--- src/rtl/dcache_refill.sv ---
// Data-cache miss refill engine: fetches one aligned line from DRAM and replays it into the cache load port.
// Optional critical-word-first ordering is enabled by defining DCACHE_REFILL_CRITICAL_FIRST_EN.
module dcache_refill #(
    parameter int MEM_SCALE   = 27,
    parameter int BURST_SCALE = 2
) (
    input  logic                 clk,
    input  logic                 rst,
    input  logic                 miss_req,
    input  logic [MEM_SCALE-1:0] miss_addr,
    output logic                 busy,
    output logic                 done,
    input  logic [3:0]           cpu_we,
    output logic                 dram_req,
    output logic [MEM_SCALE-1:0] dram_addr,
    input  logic                 dram_ack,
    input  logic                 dram_rvalid,
    input  logic [31:0]          dram_rdata,
    output logic                 dram_rready,
    output logic                 load_oe,
    output logic [MEM_SCALE-1:0] load_addr,
    output logic [31:0]          load_wdata,
    output logic [3:0]           load_we,
`ifdef DCACHE_REFILL_CRITICAL_FIRST_EN
    output logic                 crit_valid,
`endif
    output logic [1:0]           dbg_state
);
    localparam int LINE_LSB = BURST_SCALE + 2;
    localparam logic [BURST_SCALE:0] LAST_BEAT = (BURST_SCALE+1)'((1 << BURST_SCALE) - 1);

    typedef enum logic [1:0] {
        IDLE = 2'd0,
        REQ  = 2'd1,
        DATA = 2'd2,
        DONE = 2'd3
    } state_t;

    state_t                          state_q, state_d;
    logic [MEM_SCALE-1:LINE_LSB]     base_q;
    logic [BURST_SCALE:0]            cnt_q;
    logic                            hold_valid;
    logic [31:0]                     hold_data;
    logic [BURST_SCALE-1:0]          word_idx;
    logic [MEM_SCALE-1:0]            req_addr;
    logic                            write;

    // DRAM read channel: a beat transfers on a cycle where dram_rvalid and dram_rready are both high;
    // the hold register is the single slot between the channel and the cache load port.
    assign write = hold_valid & ~cpu_we[0];

`ifdef DCACHE_REFILL_CRITICAL_FIRST_EN
    logic [BURST_SCALE-1:0] first_idx;
    logic                   unused_bits;
    assign unused_bits = ^{cpu_we[3:1], miss_addr[1:0]};
    assign word_idx    = first_idx + cnt_q[BURST_SCALE-1:0];
    assign req_addr    = {base_q, first_idx, 2'b00};
    assign crit_valid  = write & (cnt_q == '0);

    always_ff @(posedge clk or negedge rst) begin
        if (!rst) begin
            first_idx <= '0;
        end else if (state_q == IDLE && miss_req) begin
            first_idx <= miss_addr[LINE_LSB-1:2];
        end
    end
`else
    logic unused_bits;
    assign unused_bits = ^{cpu_we[3:1], miss_addr[LINE_LSB-1:0]};
    assign word_idx    = cnt_q[BURST_SCALE-1:0];
    assign req_addr    = {base_q, {LINE_LSB{1'b0}}};
`endif

    always_ff @(posedge clk or negedge rst) begin
        if (!rst) begin
            state_q    <= IDLE;
            base_q     <= '0;
            cnt_q      <= '0;
            hold_valid <= 1'b0;
            hold_data  <= '0;
        end else begin
            state_q <= state_d;
            if (state_q == IDLE && miss_req) begin
                base_q <= miss_addr[MEM_SCALE-1:LINE_LSB];
            end
            if (state_q == REQ && dram_ack) begin
                cnt_q <= '0;
            end
            if (dram_rvalid && dram_rready) begin
                hold_valid <= 1'b1;
                hold_data  <= dram_rdata;
            end else if (write) begin
                hold_valid <= 1'b0;
                cnt_q      <= cnt_q + (BURST_SCALE+1)'(1);
            end
        end
    end

    always_comb begin
        state_d = state_q;
        case (state_q)
            IDLE:    if (miss_req) state_d = REQ;
            REQ:     if (dram_ack) state_d = DATA;
            DATA:    if (write && cnt_q == LAST_BEAT) state_d = DONE;
            DONE:    state_d = IDLE;
            default: state_d = IDLE;
        endcase
    end

    assign busy        = (state_q != IDLE);
    assign done        = (state_q == DONE);
    assign dram_req    = (state_q == REQ);
    assign dram_addr   = dram_req ? req_addr : '0;
    assign dram_rready = (state_q == DATA) & ~hold_valid;
    // The load port is gated combinationally by cpu_we so a processor write always wins the RAM port.
    assign load_oe     = write;
    assign load_we     = {4{write}};
    assign load_addr   = hold_valid ? {base_q, word_idx, 2'b00} : '0;
    assign load_wdata  = hold_valid ? hold_data : '0;
    assign dbg_state   = state_q;
endmodule

--- config.mk ---
export PLATFORM = sky130hd
export DESIGN_NAME = dcache_refill
export DESIGN_NICKNAME = d
export VERILOG_FILES = /design/src/rtl/dcache_refill.sv
export SDC_FILE = /design/constraint.sdc
export NUM_CORES = 1
export LEC_CHECK = 0
export CAP_MARGIN = 40
export CELL_PAD_IN_SITES_DETAIL_PLACEMENT = 0
export CELL_PAD_IN_SITES_GLOBAL_PLACEMENT = 1
export CORE_MARGIN = 2
export CORE_UTILIZATION = 26
export CTS_CLUSTER_DIAMETER = 150
export DETAILED_ROUTE_END_ITERATION = 7
export PLACE_DENSITY_LB_ADDON = 0.1
export REMOVE_ABC_BUFFERS = 1
export SETUP_SLACK_MARGIN = 0.2
export SLEW_MARGIN = 10
export SYNTH_ARGS = -nofsm -noshare
export SYNTH_HDL_FRONTEND = slang
export SYNTH_SLANG_ARGS = --single-unit
--- constraint.sdc ---
create_clock -name clk -period 1.8 [get_ports clk]
set_clock_uncertainty 0.1 [all_clocks]
set_input_delay 0.18 -clock clk [delete_from_list [all_inputs] [get_ports clk]]
set_output_delay 0.18 -clock clk [all_outputs]
set_load 0.01 [all_outputs]
==> results_dict.tcl, run 1 <==
set metrics [dict create \
    outcome "finished clean" \
    ir_drop_mv 0.7736 \
    cts-root-buf "clkbuf_16" \
    crit_arrival_ps 1870 \
    rrSetupSlack_ps 30 \
    die_y_um 111.6 \
    dp_worst_setup_slack_ps -40.57 \
    finalCritPeriodShare_pct 98.33 \
    n_fill_cell 1017 \
    placedCellCount 543 \
    core_mm2 0.01137 \
    syn_inst 250 \
    grt_pass1_vias 2481 \
    place.gp.congestion 0.6979 \
    swShare_pct 30.13 \
    synth_top_family_by_area "multiplexers" \
    grt_pass1_wl_um 12820 \
    timing.fmax_mhz 565.0 \
    cts_buffer_depth 2 \
    antenna_cells 0 \
    avgSynthCellArea_um2 12.04 \
    endpoint "dbg_state[1]" \
    clockPowerShare_pct 16.5 \
    cts.sinks 61 \
    period_minus_slack_ps 1770 \
    wl_per_cell_um 15.46 \
    worst-path-max-fanout 3 \
    dr.first_iter.drc_count 43 \
    power_density_mw_per_mm2 1755 \
    hpwl_um 5283 \
    synth_top_area_cell "dfrtp_1" \
    ys_warn_count 0 \
    synth_ff_type "dfrtp_1" \
    fin_area_mm2 0.006017 \
    p_sw_mw 3.182 \
    grt.total_usage_pct 13.31 \
    cts_tree "yes" \
    post_drt_via_cell_ratio 4.256 \
    synth-xor-area-share_pct 0 \
    worstPathRequired_ps 1900 \
    ant_nets 0 \
    num_vias 2511 \
    synth_edf_count 0 \
    grt_start_max_net_pins 62 \
    p_comb_share_pct 59.7 \
    drtPass1Iterations 4 \
    cts_made_buffers 9 \
    maxSlewViolCount 0 \
    ys_seq_area_share_pct 50.73 \
    fin_util_pct 52.92 \
    synthMuxAreaShare_pct 21.33 \
    drc 0 \
    start_kind "flip-flop" \
    finalHoldViolCount 0 \
    p_leak_nw 2.830 \
    io_buffers 151 \
    maxCapViolCount 0 \
    std_cell_rows 39 \
    drive_above_1_share_pct 66.22 \
    grt_overflow 0 \
    die_w_um 111.6 \
    crit_type "flip-flop to flip-flop" \
    postPlaceCellArea_mm2 0.004761 \
    crit_start "dbg_state[0]" \
    power_frac_seq_pct 23.8 \
    async_reset_ff_share_pct 100.0 \
    ioPinCount 165 \
    cts.clk_slew.worst_paths_ps 60 \
    rsz0062_at_grt "yes" \
    synth_simple_gate_area_share_pct 18.09 \
    nNetsFinal 518 \
    synth-compound-area-share_pct 1.622 \
    synthAdderAreaFrac_pct 2.911 \
    reg2reg_to "dbg_state[1]" \
    ys_types 21 \
    dieArea_mm2 0.01245 \
    worst_skew_pair.late_latency_ps 320 \
    hold_class "input port to async pin" \
    netlist_top_cells_area "dfrtp_1, mux2_2, and2_1" \
    start_util_pct 26.47 \
    synth_area_mm2 0.003009 \
    ys_ff_latch 61 \
    holdWs_ps 314.5 \
    yosysTopAreaCellShare_pct 50.73 \
    layout.cells.non_filler 590 \
    syn_to_final_growth_pct 99.96 \
    wl_um 9123 \
    reg2reg_depth 6 \
    reg2reg_from "dbg_state[0]" \
    h-tree-depth 3 \
    setup_viol 0 \
    finalWorstSetupSlack_ps 30.14 \
    antenna_found_initial 0 \
    p_int_mw 7.378 \
    worst_setup_path_end_kind "flip-flop" \
]
## worst max-delay path, stage by stage (launching register included)
cell and delay, ps:
dfrtp_1 400, buf_6 130, ha_4 170, buf_6 120, a222oi_1 270, buf_4 180
mux2_4 290
## flip-flops by register name (all words and copies together) (netlist names)
signal,cells
cnt_q,3
hold_valid,1
dbg_state,2
base_q,23
hold_data,32
## stage by stage
stage / total power, mW / setup TNS, ps
3_3_place_gp: 6.556 / -86.32
2_1_floorplan: 4.361 / -15140
6_report: 10.56 / 0
4_1_cts: 8.625 / 0
3_5_place_dp: 6.621 / -203.8
5_1_grt: 11.19 / -141.8
## kinds of logic after synthesis
| group | after synthesis |
|---|---|
| AO/OA/AOI/OAI | 6 |
| adder cells (fa/ha/maj) | 7 |
| buffers and inverters | 30 |
| flip-flops | 61 |
| multiplexers | 57 |
| other | 1 |
| AND/OR/NAND/NOR | 88 |
## metal layers
metal / vias up / GRT usage, % / routed length (um)
met5: - / 0 / 0
met4: 0 / 5.350 / 181
met3: 12 / 4.409 / 711
met2: 112 / 21.38 / 4344
met1: 1194 / 16.59 / 3886
li1: 1193 / - / -
## how the worst min path moves through the flow
stage,cells after the start,slack [ps],startpoint,to
after floorplan,0,-220,rst,base_q[10]
final,3,310,rst,base_q[24]
after CTS,3,330,rst,base_q[24]
after detailed placement,2,120,rst,base_q[24]
after global routing,3,350,rst,base_q[9]
after global placement,2,130,rst,base_q[24]
## cell type report
cell class,count,area (um2),area share (%)
inverter,7,31.28,0.5199
tap,143,178.9,2.974
clock buffer,12,256.5,4.263
timing repair buffer,200,2317,38.51
clock inverter,3,45.04,0.7486
sequential,61,1528,25.39
multi-input combinational,164,1660,27.59
## power groups by stage
stage	registers, mW	logic [mW]	clock network, mW
floorplan	2.43	1.93	0
global placement	2.44	4.12	0
detailed placement	2.46	4.16	0
CTS	2.44	4.39	1.80
global route	2.62	6.71	1.86
finish	2.52	6.31	1.74
## what timing repair did
| item | 4_1_cts | 5_1_grt |
|---|---|---|
| setup endpoints to repair | 148 | 138 |
| cloned | 5 | 6 |
| hold buffers | 1 | 0 |
| resized for setup | 384 | 199 |
| pin swaps | 5 | 7 |
| endpoints found under the hold margin | 61 | 0 |
| setup buffers | 11 | 9 |
## Yosys cell counts (2+ instances only)
master    number
a22o_1         2
and2_1        80
buf_2          5
buf_4         10
clkbuf_1       8
dfrtp_1       61
ha_1           7
inv_1          7
mux2_2        56
nand2_1        3
## placed cells by master (no fill, tap or decap), types with 2 or more instances in the layout
| master | n |
|---|---|
| buf_6 | 99 |
| and2_4 | 76 |
| dfrtp_1 | 60 |
| clkdlybuf4s50_1 | 59 |
| mux2_2 | 46 |
| clkbuf_16 | 15 |
| mux2_4 | 11 |
| buf_4 | 11 |
| buf_12 | 8 |
| conb_1 | 6 |
| buf_2 | 6 |
| inv_1 | 5 |
| and2_1 | 4 |
| ha_4 | 4 |
| buf_16 | 4 |
| ha_1 | 3 |
| buf_8 | 3 |
| nor2b_4 | 2 |
| a22o_1 | 2 |
| nand2_1 | 2 |
| clkinvlp_4 | 2 |
| clkbuf_8 | 2 |
Note: power is estimated with default switching activity, not from simulation.
==> run 2: changes to the inputs <==
==> constraint.sdc (replaced) <==
create_clock -name clk -period 1.8 [get_ports clk]
set_clock_uncertainty 0.1 [all_clocks]
set_input_delay 0.18 -clock clk [delete_from_list [all_inputs] [get_ports clk]]
set_output_delay 0.18 -clock clk [all_outputs]
set_load 0.1 [all_outputs]
==> run 2 against run 1 <==
Against the previous run: via count shrank 1.4%; global-route usage grew 1.9 points; utilization grew 6.4 points; critical path depth shrank 1; largest cell class unchanged; highest routed layer unchanged.
==> results_dict.tcl, run 2 (synthesized netlist as in run 1, its figures left out) <==
set metrics [dict create \
    outcome "finished clean" \
    die_y_um 111.6 \
    maxSlewViolCount 0 \
    worst_setup_path_end_kind "output pin" \
    start_util_pct 26.47 \
    dieArea_mm2 0.01245 \
    std_cell_rows 39 \
    dr.first_iter.drc_count 60 \
    cts.clk_slew.worst_paths_ps 50 \
    worstPathRequired_ps 1520 \
    crit_type "flip-flop to output pin" \
    ant_nets 0 \
    cts_made_buffers 9 \
    drtPass1Iterations 4 \
    maxCapViolCount 0 \
    rsz0062_at_grt "yes" \
    drive_above_1_share_pct 67.27 \
    finalHoldViolCount 0 \
    drc 0 \
    wl_per_cell_um 15.54 \
    tns_ps 0 \
    grt_start_max_net_pins 62 \
    grt_overflow 0 \
    h-tree-depth 3 \
    top_register "hold_data" \
    setup_viol 0 \
    n_fill_cell 947 \
    worst_skew_pair.late_latency_ps 320 \
    cts_tree "yes" \
    cts_buffer_depth 2 \
    reg_top3 "hold_data: 32 flops, base_q: 23 flops, cnt_q: 3 flops" \
    start_kind "flip-flop" \
    worst-path-max-fanout 13 \
    finalCritPeriodShare_pct 99.18 \
    cts.sinks 61 \
    antenna_cells 0 \
    regArea_mm2 0.001528 \
    io_buffers 151 \
    place.gp.congestion 0.7132 \
    crit_arrival_ps 1510 \
    grt.total_usage_pct 15.20 \
    die_w_um 111.6 \
    grt_pass1_vias 2632 \
    cts-root-buf "clkbuf_16" \
    largest_reg_flops 32 \
    period_minus_slack_ps 1785 \
    antenna_found_initial 0 \
    post_drt_via_cell_ratio 4.245 \
    final_cell_mix "buf_12, and2_4, dfrtp_1, clkdlybuf4s50_1, mux2_2" \
    hpwl_um 5639 \
    wl_um 9059 \
    core_mm2 0.01137 \
    nNetsFinal 511 \
    timing.fmax_mhz 560.1 \
    ioPinCount 165 \
    fin_util_pct 59.28 \
    layout_commonest_cell "buf_12" \
    syn_to_final_growth_pct 124.0 \
    hold_class "input port to async pin" \
    num_vias 2475 \
    multi_input_area_mm2 0.001625 \
    grt_pass1_wl_um 14690 \
]
[run 2: changes by cell type in the layout (fill, tap and decap cells not counted), sizes merged]
| cell | before | now |
|---|---|---|
| clkdlybuf4s15 | 1 | 0 |
| bufbuf | 0 | 1 |
| bufinv | 1 | 0 |
| dlygate4sd2 | 1 | 0 |
| clkbuf | 19 | 15 |
| clkinv | 0 | 1 |
| clkinvlp | 2 | 0 |
[run 2: area by class of cell]
class                   instances  area share, %
clock buffers                  14          4.065
inverters                       7         0.3898
well taps                     143          2.655
repair buffers                193          46.04
multi-input cells             164          24.11
clock inverters                 1        0.07425
flip-flops and latches         61          22.67
[run 2: worst paths after layout]
kind	slack, ps	depth (start not counted)	endpoint	startpoint
max reg2reg	40	5	dbg_state[1]	cnt_q[1]
min in group clk	370	2	hold_data[25]	dram_rdata[25]
max	10	5	dram_addr[15]	dbg_state[0]
min	290	3	base_q[24]	rst
min reg2reg	400	1	cnt_q[2]	cnt_q[2]
max in group asynchronous	960	3	hold_valid	rst
[run 2: timing repair]
| item | CTS | global route |
|---|---|---|
| hold buffers | 1 | 0 |
| pin swaps | 15 | 23 |
| cloned | 9 | 1 |
| buffers inserted | 15 | 4 |
| setup endpoints to repair | 124 | 144 |
| gates resized for setup | 125 | 6 |
| hold endpoints to repair | 61 | 0 |
[run 2: worst max-delay path: stages (launching register included)]
cell and delay (ps):
dfrtp_1 400, buf_6 130, ha_4 180, buf_12 150
and2_4 160, buf_12 160
[run 2: stage by stage]
step | hold WS, ps | std cells | cell area, um2 | setup slack [ps]
3_3_place_gp | 127.9 | 538 | 5622 | 37.96
6_report | 290.2 | 583 | 6740 | 14.69
3_5_place_dp | 126.1 | 538 | 5622 | 9.410
2_1_floorplan | -215.6 | 232 | 2898 | -6911
5_1_grt | 348.6 | 583 | 6740 | -45.62
4_1_cts | 334.5 | 578 | 6659 | -3.380
[run 2: per-layer routing]
| layer | up-vias | track usage (%) | part of all wire [%] |
|---|---|---|---|
| met3 | 9 | 4.736 | 8.1 |
| met5 | - | 0 | 0 |
| met4 | 0 | 5.679 | 1.6 |
| met1 | 1188 | 18.61 | 41 |
| li1 | 1171 | - | - |
| met2 | 107 | 25.24 | 49 |
Power of run 2 is not shown: default switching activity piles up to over one toggle a cycle in this logic, so the estimate is an artifact.
==> run 3: changes to the inputs <==
--- a/config.mk
+++ b/config.mk
@@ -11,7 +11,9 @@
 export CORE_MARGIN = 2
 export CORE_UTILIZATION = 26
 export CTS_CLUSTER_DIAMETER = 150
+export CTS_CLUSTER_SIZE = 30
 export DETAILED_ROUTE_END_ITERATION = 7
+export HOLD_SLACK_MARGIN = 0.02
 export PLACE_DENSITY_LB_ADDON = 0.1
 export REMOVE_ABC_BUFFERS = 1
 export SETUP_SLACK_MARGIN = 0.2
@@ -19,3 +21,4 @@
 export SYNTH_ARGS = -nofsm -noshare
 export SYNTH_HDL_FRONTEND = slang
 export SYNTH_SLANG_ARGS = --single-unit
+export TNS_END_PERCENT = 1
==> run 3 against run 2 <==
Against the previous run: cell area down 9.3%; cell count down 4.3%; first-iteration DRC count down 6.7%; global-route usage down 1.7 points; worst hold slack worse by 6.6 ps; via count down 4.9%; die area unchanged; worst setup slack worse by 1.5 ps; highest routed layer unchanged.
==> results_dict.tcl, run 3 (synthesized netlist as in run 1, its figures left out) <==
set metrics [dict create \
    cp_num_buf_inv 3 \
    cts.clk_slew.worst_paths_ps 50 \
    worst_setup_path_end_kind "output pin" \
    wl_um 7870 \
    hold_class "input port to async pin" \
    grt_overflow 0 \
    worst-path-max-fanout 13 \
    h-tree-depth 3 \
    cts_made_buffers 9 \
    timing.fmax_mhz 559.7 \
    grt.total_usage_pct 13.47 \
    std_cell_rows 39 \
    start_kind "flip-flop" \
    die_w_um 111.6 \
    rsz0062_at_grt "yes" \
    post_drt_via_cell_ratio 4.219 \
    finalHoldViolCount 0 \
    dp_worst_setup_slack_ps 9.410 \
    grt_pass1_vias 2492 \
    reg_top3 "hold_data: 32 flops, base_q: 23 flops, cnt_q: 3 flops" \
    top_register "hold_data" \
    setup_viol 0 \
    cts_tree "yes" \
    dieArea_mm2 0.01245 \
    antenna_found_initial 0 \
    ioPinCount 165 \
    place.gp.congestion 0.7132 \
    cts_buffer_depth 2 \
    largest_reg_flops 32 \
    io_buffers 151 \
    dr.first_iter.drc_count 56 \
    drive_above_1_share_pct 51.08 \
    grt_pass1_wl_um 13210 \
    layout_commonest_cell "buf_12" \
    drc 0 \
    holdWs_ps 283.6 \
    crit_arrival_ps 1510 \
    period_minus_slack_ps 1787 \
    slowest_stage "dfrtp_1" \
    finalWorstSetupSlack_ps 13.17 \
    cts-root-buf "clkbuf_16" \
    worst_skew_pair.late_latency_ps 320 \
    critPathTopFamily "buffers and inverters" \
    syn_to_final_growth_pct 103.1 \
    cpPeakStageDelay_ps 400 \
    hpwl_um 5639 \
    crit_type "flip-flop to output pin" \
    crit_start "dbg_state[0]" \
    crit_path_frequent_cell "buf_12" \
    num_vias 2354 \
    reg2reg_from "cnt_q[0]" \
    finalCritPeriodShare_pct 99.27 \
    nNetsFinal 486 \
    start_util_pct 26.47 \
    core_mm2 0.01137 \
    die_y_um 111.6 \
    grt_start_max_net_pins 62 \
    reg2reg_to "dbg_state[1]" \
    antenna_cells 0 \
    final_cell_mix "buf_12, dfrtp_1, clkdlybuf4s50_1, and2_1, mux2_2" \
    outcome "finished clean" \
    reg2reg_depth 5 \
    drtPass1Iterations 4 \
    wl_per_cell_um 14.10 \
    maxSlewViolCount 0 \
    endpoint "dram_addr[25]" \
    worst-path-stages 5 \
    cts.sinks 61 \
    maxCapViolCount 0 \
    path_cells "buf_6, ha_4, buf_12, and2_4, buf_12" \
    rrSetupSlack_ps 70 \
    ant_nets 0 \
    worstPathRequired_ps 1520 \
]
-- run 3: cell count changes in the layout (fill, tap and decap cells not counted), sizes merged --
cell | before | now
buf | 131 | 108
bufbuf | 1 | 0
clkbuf | 15 | 14
-- run 3: cell type report --
| class | count | area [um2] |
|---|---|---|
| fillers | 1001 | 5259 |
| repair buffers | 168 | 2640 |
| flip-flops and latches | 61 | 1528 |
| multi-input cells | 164 | 1459 |
| clock buffers | 14 | 274.0 |
| well taps | 143 | 178.9 |
| inverters | 7 | 26.28 |
| clock inverters | 1 | 5.005 |
-- run 3: worst min path at each step --
stage | endpoint | slack (ps) | cells past startpoint
2_1_floorplan | base_q[10] | -220 | 0
3_3_place_gp | base_q[24] | 130 | 2
3_5_place_dp | base_q[24] | 130 | 2
4_1_cts | base_q[24] | 330 | 3
5_1_grt | base_q[24] | 360 | 3
6_report | base_q[24] | 280 | 3
-- run 3: worst reg2reg max path: stages (launching register included) --
cell	delay (ps)
dfrtp_1	370
ha_1	160
ha_1	150
nand3b_1	80
a222oi_1	390
mux2_1	360
-- run 3: metal layers --
metal  vias to the layer above  wire length [um]  track usage, %
li1                       1121                 -               -
met5                         -                 0               0
met2                       105              3720           21.71
met4                         0               134           5.679
met1                      1118              3291           16.29
met3                        10               724           5.008
-- run 3: stage by stage --
step                instance area, um2  setup TNS, ps  util, %  std cells
floorplan                         2898        -172060        -        232
global placement                  5622              0    49.44        538
detailed placement                5622              0    49.44        538
CTS                               6101         -15.58    53.66        558
global route                      6111         -593.8    53.75        558
finish                            6111              0    53.75        558
-- run 3: what timing repair did --
action	CTS	global route
hold buffers	1	0
setup endpoints to repair	124	146
resized for setup	45	3
setup buffers	3	0
pin swaps	17	3
endpoints found under the hold margin	61	0
cloned	1	0
Power of run 3 is left out for the same reason.
